[src/rtl/i2s_tx.sv]
// i2s_tx: serializes mono samples into a stereo I2S frame through a one-deep holding register.
// Build macro I2S_TX_MUTE_ON_UNDERRUN_EN: an underrun frame carries silence instead of repeating the last sample.
module i2s_tx #(
  parameter int SAMPLE_WIDTH = 16
) (
  input  logic                    clk,
  input  logic                    rst,
  input  logic [SAMPLE_WIDTH-1:0] sample_in,
  input  logic                    sample_valid,
  output logic                    sample_req,
  output logic                    bclk,
  output logic                    lrclk,
  output logic                    sdata,
  output logic                    underrun,
  output logic                    overrun
);

  localparam int PW  = $clog2(4 * SAMPLE_WIDTH);
  localparam int SRW = 2 * SAMPLE_WIDTH;

  logic [PW-1:0]           p;
  logic [SRW-1:0]          sr;
  logic [SAMPLE_WIDTH-1:0] hold;
  logic [SAMPLE_WIDTH-1:0] last;
  logic                    hold_full;
  logic                    req_q;
  logic                    und_q;
  logic                    ovr_q;
  logic                    load_edge;
  logic                    shift_edge;

  // Loading while leaving p=1 puts the MSB out one slot after lrclk changes.
  assign load_edge  = (p == PW'(1));
  assign shift_edge = p[0] && !load_edge;

  always_ff @(posedge clk or posedge rst) begin
    if (rst) begin
      p <= '0;
    end else begin
      p <= p + 1'b1;
    end
  end

  always_ff @(posedge clk or posedge rst) begin
    if (rst) begin
      sr    <= '0;
      last  <= '0;
      req_q <= 1'b0;
      und_q <= 1'b0;
    end else begin
      req_q <= 1'b0;
      und_q <= 1'b0;
      if (load_edge) begin
        if (hold_full) begin
          sr    <= {hold, hold};
          last  <= hold;
          req_q <= 1'b1;
        end else begin
`ifdef I2S_TX_MUTE_ON_UNDERRUN_EN
          sr    <= '0;
`else
          sr    <= {last, last};
`endif
          und_q <= 1'b1;
        end
      end else if (shift_edge) begin
        sr <= {sr[SRW-2:0], 1'b0};
      end
    end
  end

  // A write landing on the load edge is kept for the next frame; the old sample is not lost.
  always_ff @(posedge clk or posedge rst) begin
    if (rst) begin
      hold      <= '0;
      hold_full <= 1'b0;
      ovr_q     <= 1'b0;
    end else begin
      ovr_q <= 1'b0;
      if (sample_valid) begin
        hold      <= sample_in;
        hold_full <= 1'b1;
        if (hold_full && !load_edge) begin
          ovr_q <= 1'b1;
        end
      end else if (load_edge) begin
        hold_full <= 1'b0;
      end
    end
  end

  assign bclk       = p[0];
  assign lrclk      = p[PW-1];
  assign sdata      = sr[SRW-1];
  assign sample_req = req_q;
  assign underrun   = und_q;
  assign overrun    = ovr_q;

endmodule

[config.mk]
export PLATFORM = sky130hd
export DESIGN_NAME = i2s_tx
export DESIGN_NICKNAME = d
export VERILOG_FILES = /design/src/rtl/i2s_tx.sv
export SDC_FILE = /design/constraint.sdc
export NUM_CORES = 1
export LEC_CHECK = 0
export BUFFER_PORTS_ARGS = -buffer_cell sky130_fd_sc_hd__clkbuf_2
export CAP_MARGIN = 15
export CORE_ASPECT_RATIO = 2
export CORE_MARGIN = 1.5
export CORE_UTILIZATION = 60
export CTS_BUF_LIST = sky130_fd_sc_hd__clkbuf_2
export DETAILED_ROUTE_END_ITERATION = 6
export PLACE_DENSITY = 0.88
export SETUP_SLACK_MARGIN = 0.2
export SYNTH_ARGS = -nofsm -noshare
export SYNTH_HDL_FRONTEND = slang
export SYNTH_SLANG_ARGS = --single-unit
[constraint.sdc]
create_clock -name clk -period 2.7 [get_ports clk]
set_clock_uncertainty 0.05 [all_clocks]
set_input_delay 0.54 -clock clk [delete_from_list [all_inputs] [get_ports clk]]
set_output_delay 0.54 -clock clk [all_outputs]
set_load 0.02 [all_outputs]
==> flow_metrics.tcl, run 1 <==
set metrics [dict create \
    worstMarginPinSlew_ns 0.876 \
    dr_total_vias 1907 \
    hp-class "in2reg" \
    grt_max_degree 37 \
    ioPinCount 25 \
    wirelength_um 5580 \
    arrival_ns 2.74 \
    avgSynthCellArea_um2 13.2 \
    cts-root-buf "clkbuf_2" \
    initial_utilization_pct 62.2 \
    clock-sinks 74 \
    insertion_delay_ns 0.53 \
    startpoint_type "flop" \
    ant_nets 0 \
    slew_headroom_pct 41.6 \
    setup_violations 0 \
    cts_resized 0 \
    rows 37 \
    netlist_area_mm2 0.00320 \
    power.leakage_uw 0.00182 \
    p_per_area_mw_per_mm2 518 \
    whs_ns 0.194 \
    crit_path_end_kind "flop" \
    ir_drop_mv 0.421 \
    rsz0062_at_grt "false" \
    cts_tree "yes" \
    dieArea_mm2 0.00580 \
    syn_to_final_growth_pct 7.60 \
    yosysWarnings 0 \
    drt_iter0_drc 48 \
    track_usage_pct 23.1 \
    drc 0 \
    outcome "finished, final reports clean" \
    grt_overflow_total 0 \
    drt-wirelength-per-cell_um 17.1 \
    hold_violations 0 \
    fin_nets 285 \
    gp_congestion 0.718 \
    critPathRequiredTime_ns 3.05 \
    die_y_um 106 \
    antennaDiodeCount 0 \
    cts.htree.levels 3 \
    report.final.slew_viol_count 0 \
    synth_seq_cells 74 \
    drive_gt1_share_pct 29.4 \
    antenna_found_initial 0 \
    crit_fanout 17 \
    die_x_um 54.6 \
    io_buffer_count 24 \
    critPathKind "reg2reg" \
    max_freq_mhz 418 \
    ys_seq_area_share_pct 57.9 \
    numCtsBuffers 9 \
    grt_pass1_vias 2009 \
    syn_nets 263 \
    via_per_inst 5.83 \
    period_needed_ns 2.39 \
    timing.setup.tns_ns 0 \
    clkSlewWorstSetupHoldPaths_ns 0.18 \
    fin_crit_sh_pct 88.6 \
    dr.pass1.iters 4 \
    clk_path_buf_depth 2 \
    core-area_mm2 0.00514 \
    synth_cell_types 24 \
    synthCells 242 \
    grt_first_pass_wirelength_um 9470 \
    maxCapViolations 0 \
]
==> power breakdown <==
group	internal [uW]	switching, uW	total (uW)
registers	1160	38.3	1200
logic	68.3	48.5	117
clock network	117	349	466
total	1350	436	1780
==> cell type report <==
type,instances,area (um2)
clock buffer,11,55.1
fill,380,1700
inverter,6,22.5
tap,58,72.6
clock inverter,5,21.3
multi-input combinational,143,1230
timing repair buffer,30,180
sequential,74,1850
==> cells by family after synthesis <==
group | Yosys count | synth area share, %
AND/OR/NAND/NOR | 25 | 4.78
adder cells (fa/ha/maj) | 2 | 0.783
multiplexers | 64 | 22.4
AO/OA/AOI/OAI | 48 | 9.55
flip-flops | 74 | 57.9
buffers and inverters | 25 | 3.45
XOR/XNOR | 4 | 1.10
==> synthesized netlist by cell type (all sizes together) <==
library cell	instances	share of area [%]
dfrtp	74	58
mux2	33	13
mux2i	31	9.7
a21oi	30	4.7
clkbuf	16	1.9
a2111oi	15	4.1
nor2b	13	2.5
inv	6	0.70
buf	3	0.86
nand3	3	0.47
xnor2	3	0.82
a21o	2	0.47
and2	2	0.39
and3	2	0.39
ha	2	0.78
a31o	1	0.27
nor2	1	0.12
nor3	1	0.16
or2	1	0.20
or3	1	0.20
or4b	1	0.31
xor2	1	0.27
==> cell usage in the layout, fill, tap and decap left out, drive strengths merged <==
master | netlist | layout
dfrtp | 74 | 74
clkbuf | 16 | 35
mux2 | 33 | 33
mux2i | 31 | 31
a21oi | 30 | 30
a2111oi | 15 | 15
nor2b | 13 | 13
inv | 6 | 6
buf | 3 | 5
clkinv | 0 | 5
nand3 | 3 | 3
xnor2 | 3 | 3
and2 | 2 | 2
and3 | 2 | 2
a21o | 2 | 2
ha | 2 | 2
or4b | 1 | 1
or3 | 1 | 1
or2 | 1 | 1
nor3 | 1 | 1
a31o | 1 | 1
xor2 | 1 | 1
nor2 | 1 | 1
dlygate4sd3 | 0 | 1
==> registers in the layout (all words and copies together), names as in the netlist <==
register / flops
overrun: 1
hold_full: 1
sr: 32
hold: 16
last: 16
underrun: 1
sample_req: 1
p: 6
==> final timing paths <==
path | from | end | cells after the start | slack [ns]
hold / removal | sample_in[10] | hold[10]$_DFFE_PP0P_ | 2 | 0.19
hold reg to reg | last[11]$_DFFE_PP0P_ | last[11]$_DFFE_PP0P_ | 1 | 0.47
min in group asynchronous | rst | sr[30]$_DFFE_PP0P_ | 3 | 0.49
setup / recovery | p[1]$_DFF_PP0_ | last[0]$_DFFE_PP0P_ | 5 | 0.31
setup reg to reg | p[1]$_DFF_PP0_ | last[0]$_DFFE_PP0P_ | 5 | 0.31
max in group asynchronous | rst | last[15]$_DFFE_PP0P_ | 4 | 1.44
==> repair_timing <==
item                                   CTS  global route
hold buffers                             1             0
buffers inserted                         0             0
endpoints found under the hold margin   17             0
==> critical path, stage by stage, from the launching register on <==
cell     delay, ns
dfrtp_1       0.43
inv_1         0.08
ha_1          0.15
or4b_1        0.46
or3_1         0.69
mux2_4        0.43
==> stage by stage <==
step	setup slack, ns	std cells	utilization (%)	area (um2)	total power (uW)
finish	0.309	327	66.9	3440	1780
global placement	0.408	310	65.2	3350	1330
detailed placement	0.311	310	65.2	3350	1340
global route	0.207	327	66.9	3440	1870
floorplan	0.228	242	-	3200	1290
CTS	0.288	327	66.9	3440	1800
==> routing by layer <==
layer | GRT usage, % | vias up | wire, um
li1 | - | 917 | -
met1 | 29.7 | 948 | 2330
met2 | 35.0 | 30 | 2960
met3 | 5.06 | 12 | 138
met4 | 12.9 | 0 | 156
met5 | 0 | - | 0
(Power assumes the default switching activity.)
==> run 2: changes to the inputs <==
Settings changed: CORE_UTILIZATION 60 to 45, PLACE_DENSITY 0.88 to 0.71.
==> flow_metrics.tcl, run 2 (synthesized netlist as in run 1, its figures left out) <==
set metrics [dict create \
    whs_ns 0.185 \
    numCtsBuffers 9 \
    largest_register_ffs 32 \
    rows 43 \
    die_y_um 122 \
    core-area_mm2 0.00689 \
    startpoint_type "flop" \
    rsz0062_at_grt "false" \
    wirelength_um 5430 \
    hold_start "sample_in[7]" \
    top_regs "sr (32), hold (16), last (16)" \
    seqPwrFrac_pct 57.9 \
    drive_gt1_share_pct 29.5 \
    clk_path_buf_depth 2 \
    setup_violations 0 \
    dr.pass1.iters 6 \
    drc 0 \
    gp_congestion 0.776 \
    report.final.slew_viol_count 0 \
    worstMarginPinSlew_ns 0.907 \
    final_cell_mix "dfrtp_1 (73), clkbuf_2 (33), mux2i_1 (31), a21oi_1 (30), mux2_2 (24)" \
    via_per_inst 5.16 \
    grt_first_pass_wirelength_um 9420 \
    final_common_cell "dfrtp_1" \
    r2r_slack_ns 0.30 \
    hold_violations 0 \
    dpl.hpwl_um 3780 \
    clkSlewWorstSetupHoldPaths_ns 0.19 \
    power.share.switching_pct 21.6 \
    clkPwrFrac_pct 36.6 \
    ant_nets 0 \
    critPathKind "reg2reg" \
    grt_overflow_total 0 \
    fin_ws_ns 0.296 \
    drt_iter0_drc 30 \
    intPower_uw 1620 \
    dp_slack_ns 0.327 \
    hold_path_depth 2 \
    crit_fanout 17 \
    outcome "finished, final reports clean" \
    hold_end "hold[7]$_DFFE_PP0P_" \
    grt_pass1_vias 1955 \
    final_cell_area_mm2 0.00355 \
    crit_start "p[1]$_DFF_PP0_" \
    fin_nets 284 \
    drt-wirelength-per-cell_um 15.1 \
    arrival_ns 2.78 \
    hp-class "in2reg" \
    post_cts_buffers 0 \
    power.leakage_uw 0.00185 \
    ioPinCount 25 \
    syn_to_final_growth_pct 11.1 \
    r2r-end "last[1]$_DFFE_PP0P_" \
    cts-root-buf "clkbuf_2" \
    r2r_cells 5 \
    maxCapViolations 0 \
    period_needed_ns 2.40 \
    switchingPower_uw 447 \
    initial_utilization_pct 46.4 \
    ir_drop_mv 0.490 \
    cts_resized 0 \
    clock-sinks 74 \
    cts_tree "yes" \
    combPwrFrac_pct 5.5 \
    die_x_um 62.6 \
    antenna_found_initial 1 \
    placed_area_mm2 0.00338 \
    slew_headroom_pct 39.5 \
    critPathRequiredTime_ns 3.07 \
    cts.htree.levels 3 \
    regMostFlops "sr" \
    p_total_uw 2070 \
    dieArea_mm2 0.00765 \
    p_per_area_mw_per_mm2 582 \
    max_freq_mhz 416 \
    track_usage_pct 16.4 \
    dr_total_vias 1853 \
    fin_crit_sh_pct 89.0 \
    grt_max_degree 48 \
    insertion_delay_ns 0.52 \
    timing.rr.start "p[1]$_DFF_PP0_" \
    io_buffer_count 24 \
    timing.setup.tns_ns 0 \
    crit_path_end_kind "flop" \
]
[run 2: changes by cell type in the layout (fill, tap and decap cells not counted)]
cell | previous run | this run
buf_4 | 4 | 3
diode_2 | 0 | 1
clkbuf_2 | 35 | 33
bufinv_16 | 0 | 3
clkinv_1 | 3 | 2
[run 2: worst max-delay path, stage by stage (launching register included)]
cell	delay (ns)
dfrtp_1	0.45
inv_1	0.07
ha_1	0.14
or4b_1	0.46
or3_1	0.70
mux2_4	0.44
[run 2: worst max path at each step]
| stage | endpoint | slack (ns) | depth (start not counted) |
|---|---|---|---|
| 6_report | last[1]$_DFFE_PP0P_ | 0.30 | 5 |
| 5_1_grt | last[1]$_DFFE_PP0P_ | 0.20 | 5 |
| 4_1_cts | last[8]$_DFFE_PP0P_ | 0.31 | 5 |
| 3_5_place_dp | last[6]$_DFFE_PP0P_ | 0.33 | 5 |
| 3_3_place_gp | last[4]$_DFFE_PP0P_ | 0.41 | 5 |
| 2_1_floorplan | hold[0]$_DFFE_PP0P_ | 0.23 | 1 |
[run 2: final cells by class]
type | instances | area [um2]
fillers | 651 | 3340
flip-flops and latches | 74 | 1850
multi-input cells | 143 | 1230
repair buffers | 29 | 173
well taps | 90 | 113
clock inverters | 7 | 108
clock buffers | 9 | 45.0
inverters | 6 | 22.5
diodes | 1 | 2.50
[run 2: power by group through the flow]
| stage | Clock [uW] | Combinational [uW] | Sequential, uW |
|---|---|---|---|
| floorplan | 0 | 84.0 | 1210 |
| global placement | 0 | 112 | 1220 |
| detailed placement | 0 | 117 | 1220 |
| CTS | 780 | 118 | 1200 |
| global route | 829 | 129 | 1200 |
| finish | 756 | 114 | 1200 |
[run 2: repair_timing]
action,CTS,global route
endpoints found under the hold margin,27,0
hold buffers,1,0
setup endpoints to repair,0,0
[run 2: stage by stage]
stage	instances	utilization (%)
3_3_place_gp	341	49.1
2_1_floorplan	242	-
4_1_cts	358	51.5
3_5_place_dp	341	49.1
6_report	359	51.5
5_1_grt	359	51.5
[run 2: metal layers]
layer	wire, um	GRT usage [%]
met1	2290	19.1
met2	2840	26.8
met3	159	4.06
met4	131	10.7
met5	0	0
